### src/rtl/four_12_12_pkg.sv
// -----------------------------------------------------------------------------
// four_12_12_pkg
// Shared definitions for the four_12_12 pipeline: the float_24_8 word type,
// the lane/word geometry and the burst-length clamp that the stage-0 result
// serializer and the stage-1 data FIFO controller must agree on.
// -----------------------------------------------------------------------------
package four_12_12_pkg;

  localparam int LANES  = 12;
  localparam int WORD_W = 32;
  localparam int CNT_W  = 8;
  localparam int LEN_W  = 4;

  // 24-bit mantissa / 8-bit exponent packed into one 32-bit word
  typedef logic [WORD_W-1:0] float_24_8;

  // Effective burst length: a request of 0 or anything above the lane count
  // means "the whole vector".
  function automatic logic [LEN_W-1:0] clamp_len(input logic [LEN_W-1:0] req,
                                                 input logic [LEN_W-1:0] max_len);
    logic [LEN_W-1:0] len;
    if ((req == 4'd0) || (req > max_len)) begin
      len = max_len;
    end else begin
      len = req;
    end
    return len;
  endfunction

endpackage

### src/rtl/four_12_12_st0_vec_buf.sv
// -----------------------------------------------------------------------------
// four_12_12_st0_vec_buf
// Two-entry ping-pong store for stage-0 result vectors. Each entry keeps the
// full LANES-wide vector and its effective burst length.
//
// Ports:
//   clk, reset      clock / asynchronous active-low reset
//   push            write push_vec/push_len into entry[wr_ptr], toggle wr_ptr
//   push_vec        LANES*WORD_W vector to store
//   push_len        effective length (already clamped) stored with the vector
//   pop             free entry[rd_ptr], toggle rd_ptr
//   rd_vec, rd_len  contents of entry[rd_ptr]
//   occupancy       number of valid entries (0..2)
//
// The caller never pushes when occupancy is 2 and never pops when it is 0.
// With occupancy 1, wr_ptr and rd_ptr differ, so a simultaneous push and pop
// touch different entries and occupancy stays the same.
// -----------------------------------------------------------------------------
module four_12_12_st0_vec_buf
  import four_12_12_pkg::*;
#(
  parameter int LANES  = four_12_12_pkg::LANES,
  parameter int WORD_W = four_12_12_pkg::WORD_W
) (
  input  logic                    clk,
  input  logic                    reset,
  input  logic                    push,
  input  logic [LANES*WORD_W-1:0] push_vec,
  input  logic [3:0]              push_len,
  input  logic                    pop,
  output logic [LANES*WORD_W-1:0] rd_vec,
  output logic [3:0]              rd_len,
  output logic [1:0]              occupancy
);

  localparam int VEC_W = LANES * WORD_W;

  logic [VEC_W-1:0] vec_r [2];
  logic [3:0]       len_r [2];
  logic [1:0]       valid_r;
  logic             wr_ptr_r;
  logic             rd_ptr_r;

  logic [1:0]       push_mask_s;
  logic [1:0]       pop_mask_s;
  logic [1:0]       valid_next_s;

  // One-hot set/clear masks for the entry valid bits.
  always_comb begin
    push_mask_s  = 2'b00;
    pop_mask_s   = 2'b00;
    push_mask_s  = push ? (wr_ptr_r ? 2'b10 : 2'b01) : 2'b00;
    pop_mask_s   = pop  ? (rd_ptr_r ? 2'b10 : 2'b01) : 2'b00;
    valid_next_s = (valid_r | push_mask_s) & ~pop_mask_s;
  end

  // Entry storage, valid bits and the two ping-pong pointers.
  always_ff @(posedge clk or negedge reset) begin
    if (!reset) begin
      vec_r[0] <= '0;
      vec_r[1] <= '0;
      len_r[0] <= 4'd0;
      len_r[1] <= 4'd0;
      valid_r  <= 2'b00;
      wr_ptr_r <= 1'b0;
      rd_ptr_r <= 1'b0;
    end else begin
      if (push) begin
        vec_r[wr_ptr_r] <= push_vec;
        len_r[wr_ptr_r] <= push_len;
        wr_ptr_r        <= ~wr_ptr_r;
      end
      if (pop) begin
        rd_ptr_r <= ~rd_ptr_r;
      end
      valid_r <= valid_next_s;
    end
  end

  assign rd_vec    = vec_r[rd_ptr_r];
  assign rd_len    = len_r[rd_ptr_r];
  assign occupancy = {1'b0, valid_r[0]} + {1'b0, valid_r[1]};

endmodule

### src/rtl/four_12_12_st0_result_serializer.sv
// -----------------------------------------------------------------------------
// four_12_12_st0_result_serializer
// Stage-0 output serializer. Accepts one LANES-wide result vector per in_vld/
// in_rdy handshake into a two-entry ping-pong buffer and streams each vector
// one word per cycle on the stage_1_data valid/ready interface, marking the
// first and last word of every burst and counting completed vectors.
//
// Ports:
//   clk, reset          clock / asynchronous active-low reset
//   in_data, in_vld     result vector (lane k = bits [k*WORD_W +: WORD_W])
//   in_rdy              buffer has a free entry
//   out_length          words per burst, sampled with each accepted vector
//   stage_1_data*       word, valid, first, last, ready of the output stream
//   vector_done         one-cycle pulse the cycle after a last word is taken
//   vector_count        completed vectors, wraps modulo 2^CNT_W
//   busy                at least one vector is buffered
//
// All outputs are decoded from registered state only, so in_rdy has no
// combinational path from stage_1_data_rdy: a freed slot shows up on in_rdy
// the cycle after the last word is accepted.
// -----------------------------------------------------------------------------
module four_12_12_st0_result_serializer
  import four_12_12_pkg::*;
#(
  parameter int LANES  = four_12_12_pkg::LANES,
  parameter int WORD_W = four_12_12_pkg::WORD_W,
  parameter int CNT_W  = four_12_12_pkg::CNT_W
) (
  input  logic                    clk,
  input  logic                    reset,
  input  logic [LANES*WORD_W-1:0] in_data,
  input  logic                    in_vld,
  output logic                    in_rdy,
  input  logic [3:0]              out_length,
  output logic [WORD_W-1:0]       stage_1_data,
  output logic                    stage_1_data_vld,
  output logic                    stage_1_data_fst,
  output logic                    stage_1_data_lst,
  input  logic                    stage_1_data_rdy,
  output logic                    vector_done,
  output logic [CNT_W-1:0]        vector_count,
  output logic                    busy
);

  localparam logic [3:0] LANES_L = 4'(LANES);

  logic [LANES*WORD_W-1:0] rd_vec_s;
  logic [3:0]              rd_len_s;
  logic [1:0]              occupancy_s;
  logic [3:0]              push_len_s;
  logic                    push_s;
  logic                    pop_s;
  logic                    acc_s;
  logic                    vld_s;
  logic                    fst_s;
  logic                    lst_s;
  logic [WORD_W-1:0]       lane_s [LANES];
  logic [WORD_W-1:0]       word_s;
  logic [3:0]              lane_idx_next_s;

  logic [3:0]              lane_idx_r;
  logic [CNT_W-1:0]        vector_count_r;
  logic                    vector_done_r;

  assign push_len_s = clamp_len(out_length, LANES_L);
  assign push_s     = in_vld & in_rdy;

  four_12_12_st0_vec_buf #(
    .LANES  (LANES),
    .WORD_W (WORD_W)
  ) u_vec_buf (
    .clk       (clk),
    .reset     (reset),
    .push      (push_s),
    .push_vec  (in_data),
    .push_len  (push_len_s),
    .pop       (pop_s),
    .rd_vec    (rd_vec_s),
    .rd_len    (rd_len_s),
    .occupancy (occupancy_s)
  );

  // Split the head vector into lanes for the word mux.
  always_comb begin
    for (int k = 0; k < LANES; k++) begin
      lane_s[k] = rd_vec_s[k*WORD_W +: WORD_W];
    end
  end

  // Output word mux and burst flags; data is forced to zero while idle.
  always_comb begin
    word_s = '0;
    vld_s  = (occupancy_s != 2'd0);
    if (vld_s && (lane_idx_r < LANES_L)) begin
      word_s = lane_s[lane_idx_r];
    end else begin
      word_s = '0;
    end
    fst_s = vld_s & (lane_idx_r == 4'd0);
    lst_s = vld_s & (lane_idx_r == (rd_len_s - 4'd1));
    acc_s = vld_s & stage_1_data_rdy;
    pop_s = acc_s & lst_s;
  end

  // Next lane index: advance on every accepted word, wrap after the last one.
  always_comb begin
    lane_idx_next_s = lane_idx_r;
    if (acc_s) begin
      if (lst_s) begin
        lane_idx_next_s = 4'd0;
      end else begin
        lane_idx_next_s = lane_idx_r + 4'd1;
      end
    end else begin
      lane_idx_next_s = lane_idx_r;
    end
  end

  // Lane index, completion pulse and completed-vector counter.
  always_ff @(posedge clk or negedge reset) begin
    if (!reset) begin
      lane_idx_r     <= 4'd0;
      vector_count_r <= '0;
      vector_done_r  <= 1'b0;
    end else begin
      lane_idx_r    <= lane_idx_next_s;
      vector_done_r <= pop_s;
      if (pop_s) begin
        vector_count_r <= vector_count_r + CNT_W'(1);
      end
    end
  end

  assign in_rdy           = (occupancy_s != 2'd2);
  assign stage_1_data     = word_s;
  assign stage_1_data_vld = vld_s;
  assign stage_1_data_fst = fst_s;
  assign stage_1_data_lst = lst_s;
  assign vector_done      = vector_done_r;
  assign vector_count     = vector_count_r;
  assign busy             = vld_s;

endmodule

### config.mk
export PLATFORM = sky130hd
export DESIGN_NAME = four_12_12_st0_result_serializer
export DESIGN_NICKNAME = d
export VERILOG_FILES = /design/src/rtl/four_12_12_pkg.sv /design/src/rtl/four_12_12_st0_vec_buf.sv /design/src/rtl/four_12_12_st0_result_serializer.sv
export SDC_FILE = /design/constraint.sdc
export NUM_CORES = 1
export LEC_CHECK = 0
export CORE_UTILIZATION = 57
export DETAILED_ROUTE_END_ITERATION = 7
export GPL_TIMING_DRIVEN = 0
export PLACE_DENSITY = 0.78
export SETUP_SLACK_MARGIN = 0.05
export SLEW_MARGIN = 20
export SYNTH_ARGS = -nofsm -noshare
export SYNTH_HDL_FRONTEND = slang
export SYNTH_HIERARCHICAL = 1
export SYNTH_SLANG_ARGS = --single-unit
### constraint.sdc
create_clock -name clk -period 3.2 [get_ports clk]
set_clock_uncertainty 0.05 [all_clocks]
set_input_delay 0.32 -clock clk [delete_from_list [all_inputs] [get_ports clk]]
set_output_delay 0.32 -clock clk [all_outputs]
set_load 0.05 [all_outputs]
After elaboration in Yosys (flattened, before gate mapping)
Cells that the tools add are included.
{"block": "word_totals", "reg_bits": 793, "in_bits": 392, "wordCells": 63}
{"block": "op_classes", "add_sub_neg": 4, "order_cmp": 6, "eq_ne": 2, "mux": 22, "bitwise_logic": 13, "n_reduce_logical": 6}
{"operator": "$mux W384", "n": 4}
{"operator": "$bwmux W768", "n": 1}
{"operator": "$demux W384 S1", "n": 1}
{"operator": "$bmux W32 S4", "n": 1}
{"operator": "$mux W32", "n": 3}
{"operator": "$mux W4", "n": 6}
{"operator": "$add A8 B1 Y8 const B", "n": 1}
{"operator": "$bwmux W8", "n": 1}
{"operator": "$logic_not A4 Y1", "n": 2}
{"operator": "$mux W2", "n": 4}
{"operator": "$and A1 B1 Y1", "n": 5}
{"operator": "$ge A5 B5 Y1 const B", "n": 1}
{"operator": "$not A4 Y5", "n": 1}
{"operator": "$add A4 B1 Y4 const B", "n": 1}
{"operator": "$demux W4 S1", "n": 1}
{"operator": "$eq A4 B4 Y1", "n": 1}
{"operator": "$ge A2 B2 Y1 const B", "n": 2}
{"operator": "$gt A4 B4 Y1 const B", "n": 1}
{"operator": "$lt A4 B4 Y1 const B", "n": 1}
{"operator": "$not A1 Y2", "n": 2}
{"operator": "$sub A4 B1 Y4 const B", "n": 1}
{"operator": "$add A1 B1 Y2", "n": 1}
{"operator": "$and A2 B2 Y2", "n": 1}
{"operator": "$logic_and A1 B1 Y1", "n": 2}
{"operator": "7 further kinds", "n": 8}

Depth between registers and ports, before layout
Gate-level depths: netlist (run 1).
{"block": "depth", "word_depth": 11, "mapped_depth": 10}

Modules after synthesis
The synthesis (run 1) kept the hierarchy.
{"mod": "four_12_12_st0_vec_buf", "n_inst": 1, "cells_per_inst": 2082, "area_per_inst_um2": 33586.0}
{"mod": "four_12_12_st0_result_serializer", "n_inst": 1, "cells_per_inst": 310, "area_per_inst_um2": 3712.3}

Worst setup path after synthesis (run 1)
Ideal clock, no wire load.
{"block": "synth_path", "kind": "register -> register", "startpoint": "register u_vec_buf.rd_ptr_r", "endpoint": "register lane_idx_r[3]", "setup_time_ps": 165, "arrival_time_ps": 2957, "required_ps": 2985, "slack_ps": 28, "path_stages_with_launch": 11, "path_buffers": 3, "cell_sequence": "dfrtp_1 -> clkbuf_1 -> clkbuf_1 -> buf_2 -> mux2_2 -> inv_1 -> ha_1 -> xor2_2 -> nand4_4 -> nor2_1 -> o22ai_1"}
{"block": "synth_between", "elab_chain_len": 8}
{"item": "start: declaration", "line_no": "four_12_12_st0_vec_buf.sv:42", "source": "logic rd_ptr_r;"}
{"item": "start signal: assignment", "line_no": "four_12_12_st0_vec_buf.sv:74", "source": "rd_ptr_r <= ~rd_ptr_r;"}
{"item": "$not A1 Y2 (not written as such)", "line_no": "four_12_12_st0_vec_buf.sv:81", "source": "assign rd_len = len_r[rd_ptr_r];"}
{"item": "$mux W4 (not written as such) (3 in series)", "line_no": "four_12_12_st0_vec_buf.sv:81"}
{"item": "via rd_len_s[0]", "line_no": "four_12_12_st0_result_serializer.sv:48", "source": "logic [3:0] rd_len_s;"}
{"item": "$sub A4 B1 Y4", "line_no": "four_12_12_st0_result_serializer.sv:100", "source": "lst_s = vld_s & (lane_idx_r == (rd_len_s - 4'd1));"}
{"item": "$eq A4 B4 Y1", "line_no": "four_12_12_st0_result_serializer.sv:100"}
{"item": "$and A1 B1 Y1", "line_no": "four_12_12_st0_result_serializer.sv:100"}
{"item": "via stage_1_data_lst", "line_no": "four_12_12_st0_result_serializer.sv:38", "source": "output logic stage_1_data_lst,"}
{"item": "$mux W4", "line_no": "four_12_12_st0_result_serializer.sv:109", "source": "if (lst_s) begin"}
{"item": "end signal: assignment", "line_no": "four_12_12_st0_result_serializer.sv:126", "source": "lane_idx_r <= lane_idx_next_s;"}
{"item": "end: declaration", "line_no": "four_12_12_st0_result_serializer.sv:61", "source": "logic [3:0] lane_idx_r;"}
The timed path passes the listed nets, and every way through them passes these cells. The select of a mux whose other input is x is not followed.
A chain may end at the register's enable or synchronous reset.

Worst setup path after layout (run 1)
{"block": "layout_path", "startpoint": "register u_vec_buf.rd_ptr_r", "endpoint": "output stage_1_data[7]"}
{"block": "layout_between", "elab_chain_len": 8}
{"item": "$not A1 Y2 (not written as such)", "line_no": "four_12_12_st0_vec_buf.sv:80", "source": "assign rd_vec = vec_r[rd_ptr_r];"}
{"item": "$mux W384 (not written as such) (3 in series)", "line_no": "four_12_12_st0_vec_buf.sv:80"}
{"item": "via rd_vec_s[359]", "line_no": "four_12_12_st0_result_serializer.sv:47", "source": "logic [LANES*WORD_W-1:0] rd_vec_s;"}
{"item": "$bmux W32 S4", "line_no": "four_12_12_st0_result_serializer.sv:95", "source": "word_s = lane_s[lane_idx_r];"}
{"item": "$mux W32 (not written as such) (2 in series)", "line_no": "four_12_12_st0_result_serializer.sv:95"}
{"item": "$mux W32", "line_no": "four_12_12_st0_result_serializer.sv:94", "source": "if (vld_s && (lane_idx_r < LANES_L)) begin"}
{"item": "end: declaration", "line_no": "four_12_12_st0_result_serializer.sv:35", "source": "output logic [WORD_W-1:0] stage_1_data,"}
The timed path passes the listed nets, and every way through them passes these cells. The select of a mux whose other input is x is not followed.

==> results_dict.tcl, run 1 <==
set metrics [dict create \
    fmax_mhz 272 \
    ys.flop_type "dfrtp_1" \
    h-tree-depth 3 \
    comb_power_share_pct 52.9 \
    place.gp.congestion 0.887 \
    cp.required_ps 2830 \
    syn_avg_cell_area_um2 15.6 \
    synth_edf_count 0 \
    ir_worst_vdd_v 0.00219 \
    synth_cell_type_count 48 \
    end_kind "primary output" \
    p_per_area_nw_per_um2 1230 \
    crit_chain "buf_12 -> clkbuf_8 -> buf_12 -> mux2_2 -> mux4_2 -> a22oi_2 -> a21oi_2 -> buf_6" \
    violations "negative setup slack" \
    grt_pass1_wl_um 176000 \
    pwr-share-seq_pct 30.7 \
    final_common_cell "mux2_2" \
    totalPowerFinal_mw 58.2 \
    synth-seq-cells 793 \
    n_fill_cell 4125 \
    chipHeight_um 258 \
    cts_root_buffer "clkbuf_16" \
    slew_headroom_pct 44.2 \
    utilization_pct 73.3 \
    syn_area_um2 37300 \
    cap_viol_max_count 0 \
    rsz0062_at_grt "yes" \
    setup_violations 32 \
    numPortBuffers 437 \
    synth_top_area_share_pct 53.2 \
    cts_tree "built" \
    setup_ws_ps -476 \
    areaGrowthSynthToFinish_pct 26.9 \
    p_leak_nw 19.8 \
    clockBufferDepth 3 \
    dp_hpwl_um 88100 \
    syn-instance-count 2392 \
    synth_area_leaders "dfrtp_1 (53%), mux2_2 (26%), mux2_1 (9.1%)" \
    crit_family "multiplexers" \
    synth_nets 2789 \
    p_int_mw 36.0 \
    slowest_stage "mux4_2" \
    drt_iter0_drc 1897 \
    cts_sinks 793 \
    yosysWarnings 6 \
    drcViolationCount 0 \
    core_area_um2 64600 \
    status "complete, but fails checks" \
    rows 93 \
    die_area_um2 66500 \
    dp.cells 3692 \
    worstHoldPathType "input pin to asynchronous set/reset pin" \
    insertion_delay_ps 620 \
    postRouteAntennaNets 0 \
    antenna_found_initial 16 \
    slew_violations 0 \
    p_clk_share_pct 16.4 \
    switching_share_pct 38.2 \
    start_util_pct 57.8 \
    cp.buffers_inverters 4 \
    final.period_utilization_pct 115 \
    dr.pass1.iters 5 \
    switchingPower_mw 22.2 \
    instances_no_fill 3901 \
    crit_type "register to primary output" \
    r2r-start "u_vec_buf/rd_ptr_r" \
    grt_remaining_overflow 0 \
    final_nets 3367 \
    die_x_um 258 \
    hold_ws_ps 209 \
    drive_above_1_share_pct 46.7 \
    grt_max_degree 104 \
    io_pins 438 \
    wl_per_cell_um 31.5 \
    synth_area_leader_cell "dfrtp_1" \
    yosysSeqAreaShare_pct 53.2 \
    period_minus_slack_ps 3680 \
    cpPeakStageDelay_ps 550 \
    track_usage_pct 37.2 \
    viasPerCell 6.21 \
    hold_violations 0 \
    start_kind "register" \
    worst_pin_slew_ps 837 \
    grt_pass1_vias 26200 \
    async_flop_share_pct 100 \
    final_cell_mix "mux2_2 (851), dfrtp_1 (792), clkdlybuf4s50_1 (400), mux2_1 (300), mux4_2 (96)" \
    cp_common_cell "buf_12" \
    cts_buffers 83 \
    crit_fanout 7 \
    wl_um 123000 \
    reg2reg_slack_ps 260 \
    path_clk_slew_ps 60 \
    r2r-end "vector_count[1]" \
    worstRegToRegCells 11 \
    vias 24200 \
    cp.arrival_ps 3310 \
    tns_ps -10930 \
]
## worst max path at each step
stage                       startpoint              endpoint  depth (start not counted)
finish              u_vec_buf/rd_ptr_r       stage_1_data[7]                          8
global route        u_vec_buf/rd_ptr_r      stage_1_data[16]                          8
CTS                 u_vec_buf/rd_ptr_r      stage_1_data[10]                          8
detailed placement  u_vec_buf/rd_ptr_r       stage_1_data[7]                          8
global placement                 reset  u_vec_buf/vec_r[465]                          1
floorplan           u_vec_buf/rd_ptr_r      stage_1_data_lst                          9
## registers in the layout, summed over array words and instances, names as in the netlist
signal              cells
vector_count            8
vector_done             1
lane_idx_r              4
u_vec_buf/rd_ptr_r      1
u_vec_buf/wr_ptr_r      1
u_vec_buf/vec_r       768
u_vec_buf/valid_r       2
u_vec_buf/len_r         8
## through the flow
stage	instance area, um2	setup slack, ps
2_1_floorplan	37300	319
3_3_place_gp	42700	-31830
3_5_place_dp	43000	-1310
4_1_cts	46900	-392
5_1_grt	47300	-454
6_report	47300	-476
## power by group through the flow
stage | Clock, mW | Combinational (mW) | Sequential [mW]
2_1_floorplan | 0 | 18.5 | 16.9
3_3_place_gp | 0 | 26.5 | 17.6
3_5_place_dp | 0 | 27.2 | 17.8
4_1_cts | 9.57 | 29.6 | 17.6
5_1_grt | 9.98 | 31.8 | 18.4
6_report | 9.53 | 30.8 | 17.9
## cell usage after synthesis (2+ instances only)
| cell type | count |
|---|---|
| xnor2_1 | 2 |
| mux2_1 | 300 |
| nor4b_2 | 2 |
| mux2_2 | 864 |
| o21ai_0 | 2 |
| a21boi_0 | 2 |
| buf_2 | 98 |
| nor4_1 | 3 |
| nand4_1 | 2 |
| o22ai_1 | 2 |
| nor3_1 | 2 |
| buf_4 | 9 |
| xor2_1 | 8 |
| ha_1 | 5 |
| xor2_2 | 2 |
| clkbuf_1 | 24 |
| a21oi_1 | 34 |
| nand2_1 | 36 |
| and3_1 | 2 |
| buf_6 | 24 |
| inv_1 | 8 |
| nand3_1 | 4 |
| nor2_1 | 4 |
| a22oi_1 | 32 |
| o21bai_1 | 2 |
| dfrtp_1 | 793 |
| buf_1 | 2 |
| mux4_2 | 96 |
| buf_8 | 9 |
## repair_timing
action / 4_1_cts / 5_1_grt
hold buffers: 1 / 0
setup buffers: 31 / 14
gates cloned: 3 / 0
pin swaps: 32 / 23
resized for setup: 466 / 58
setup endpoints to repair: 51 / 35
endpoints found under the hold margin: 70 / 0
## layout make-up
class | instances | area [um2] | share of cell area (%)
antenna | 14 | 35.0 | 0.0740
buffer | 165 | 1770 | 3.74
clock buffer | 120 | 2360 | 4.98
clock inverter | 27 | 282 | 0.595
inverter | 8 | 35.0 | 0.0740
multi-input combinational | 1425 | 16800 | 35.4
sequential | 793 | 19800 | 41.9
tap | 855 | 1070 | 2.26
timing repair buffer | 494 | 5160 | 10.9
## logic make-up after synthesis
logic type      count (synthesis)  synth area share [%]
compound gates                 78                  1.32
simple gates                   67                 0.973
fa+ha+maj                       5                 0.168
flops                         793                  53.2
mux                          1261                  41.0
xor+xnor                       14                 0.429
buf+inv                       174                  2.93
## per-layer routing
layer  GRT usage (%)  vias to the layer above  routed length (um)
li1                -                     9972                   -
met1            48.3                    12900               48600
met2            58.2                     1062               58600
met3            9.35                      243                9690
met4            19.2                        4                5920
met5               0                        -                  26
## worst reg2reg max path, cell delays in order (launching register included)
cell       delay, ps
dfrtp_2          410
buf_12           160
clkbuf_16        190
buf_16           160
mux2_4           330
inv_4             70
ha_4             210
xor2_4           170
nand4_4          140
buf_4            200
nor3_4           400
mux2_4           340
Power figures use the tool's default switching activity.
==> run 2: changes to the inputs <==
TNS_END_PERCENT = 30   (was unset)
==> run 2 against run 1 <==
The run still ends with negative setup slack left. Register-to-register slack lost 30 ps. Fmax grew 0.14%. Clock power barely moved. Power is 1.3% lower. First-iteration DRC count up 11%. Core utilization fell by 0.46 points. Combinational power decreased by 2%. Largest cell class unchanged.
==> results_dict.tcl, run 2 (synthesis gave the netlist of run 1 again) <==
set metrics [dict create \
    start_kind "register" \
    cap_viol_max_count 0 \
    ir_worst_vdd_v 0.00212 \
    cts_root_buffer "clkbuf_16" \
    p_per_area_nw_per_um2 1220 \
    numPortBuffers 437 \
    hold_violations 0 \
    viasPerCell 6.22 \
    worst_pin_slew_ps 795 \
    die_area_um2 66500 \
    setup_violations 33 \
    die_x_um 258 \
    dpl_cell_area_um2 43000 \
    drcViolationCount 0 \
    post-place-ws_ps -1310 \
    final_cell_mix "mux2_2 (860), dfrtp_1 (792), clkdlybuf4s50_1 (401), mux2_1 (300), mux4_2 (96)" \
    tns_ps -10320 \
    rsz0062_at_grt "yes" \
    clockBufferDepth 3 \
    switchingPower_mw 21.9 \
    crit_type "register to primary output" \
    grt_pass1_vias 26100 \
    h-tree-depth 3 \
    comb_power_share_pct 52.4 \
    stdcell_area_um2 47000 \
    drive_above_1_share_pct 46.3 \
    final.period_utilization_pct 115 \
    period_minus_slack_ps 3670 \
    p_leak_nw 19.6 \
    violations "negative setup slack" \
    n_fill_cell 4150 \
    p_int_mw 35.5 \
    slew_headroom_pct 47.0 \
    rows 93 \
    final_nets 3359 \
    antenna_found_initial 13 \
    final_common_cell "mux2_2" \
    dr.pass1.iters 7 \
    path_clk_slew_ps 60 \
    worstRegToRegCells 7 \
    grt_max_degree 104 \
    io_pins 438 \
    cts_sinks 793 \
    chipHeight_um 258 \
    instances_no_fill 3890 \
    cts_buffers 83 \
    wl_per_cell_um 31.3 \
    switching_share_pct 38.2 \
    dp.cells 3692 \
    pwr-share-seq_pct 31.1 \
    p_clk_share_pct 16.6 \
    use_met1_pct 48.5 \
    grt_pass1_wl_um 175000 \
    end_kind "primary output" \
    r2r-start "u_vec_buf/valid_r[0]" \
    slew_violations 0 \
    wl_um 122000 \
    drt_iter0_drc 2110 \
    reg2reg_slack_ps 230 \
    met2_usage_pct 58.6 \
    setup_ws_ps -471 \
    use_met3_pct 8.58 \
    largest_reg_flops 768 \
    place.gp.congestion 0.887 \
    totalPowerFinal_mw 57.4 \
    top_register "u_vec_buf/vec_r" \
    dp_hpwl_um 88100 \
    r2r-end "u_vec_buf/vec_r[140]" \
    track_usage_pct 37.0 \
    cts_tree "built" \
    postRouteAntennaNets 0 \
    areaGrowthSynthToFinish_pct 26.1 \
    busiest_layer "met2" \
    fmax_mhz 272 \
    cp.arrival_ps 3300 \
    worstHoldPathType "input pin to asynchronous set/reset pin" \
    cp.required_ps 2830 \
    core_area_um2 64600 \
    grt_remaining_overflow 0 \
    vias 24200 \
    insertion_delay_ps 630 \
    crit_fanout 8 \
    start_util_pct 57.8 \
    status "complete, but fails checks" \
]
[run 2: power groups by stage]
| stage | clock network (mW) | logic [mW] | registers [mW] |
|---|---|---|---|
| CTS | 9.57 | 29.1 | 17.6 |
| global placement | 0 | 26.5 | 17.6 |
| global route | 9.99 | 31.0 | 18.3 |
| finish | 9.53 | 30.1 | 17.8 |
| floorplan | 0 | 18.5 | 16.9 |
| detailed placement | 0 | 27.2 | 17.8 |
[run 2: metal layers]
| layer | vias up | wire (um) |
|---|---|---|
| li1 | 9963 | - |
| met1 | 12900 | 48700 |
| met2 | 1045 | 58300 |
| met3 | 239 | 9370 |
| met4 | 4 | 5270 |
| met5 | - | 26 |
[run 2: how the worst max path moves through the flow]
| stage | from | to | slack [ps] | cells after the start |
|---|---|---|---|---|
| finish | u_vec_buf/rd_ptr_r | stage_1_data[7] | -470 | 8 |
| global route | u_vec_buf/rd_ptr_r | stage_1_data[10] | -440 | 8 |
| CTS | u_vec_buf/rd_ptr_r | stage_1_data[12] | -390 | 8 |
| detailed placement | u_vec_buf/rd_ptr_r | stage_1_data[7] | -1310 | 8 |
| global placement | reset | u_vec_buf/vec_r[465] | -31830 | 1 |
| floorplan | u_vec_buf/rd_ptr_r | stage_1_data_lst | 320 | 9 |
[run 2: worst max-delay path: stages, from the launching register on]
cell and delay [ps]:
dfrtp_2 380, buf_12 150, clkbuf_8 180, buf_12 140, mux2_2 340, mux4_2 560
a22oi_2 530, a21oi_2 180, buf_6 200
[run 2: layout make-up]
type	instances	area, um2	area share [%]
plain buffers	165	1740	3.70
flip-flops and latches	793	19800	42.2
multi-input cells	1425	16600	35.4
inverters	8	30.0	0.0639
clock buffers	120	2360	5.01
repair buffers	486	5020	10.7
diodes	11	27.5	0.0585
clock inverters	27	282	0.599
well taps	855	1070	2.28
[run 2: repair_timing]
action / CTS / global route
pin swaps: 28 / 10
buffers inserted: 18 / 19
gates resized for setup: 433 / 45
endpoints found under the hold margin: 70 / 0
endpoints found under the setup margin: 51 / 36
hold buffers: 1 / 0
cloned: 3 / 0
[run 2: metrics by stage]
stage / util [%] / hold WS, ps
5_1_grt: 72.8 / 248
4_1_cts: 72.2 / 227
6_report: 72.8 / 200
3_3_place_gp: 66.2 / 412
3_5_place_dp: 66.5 / 293
2_1_floorplan: - / -25.6
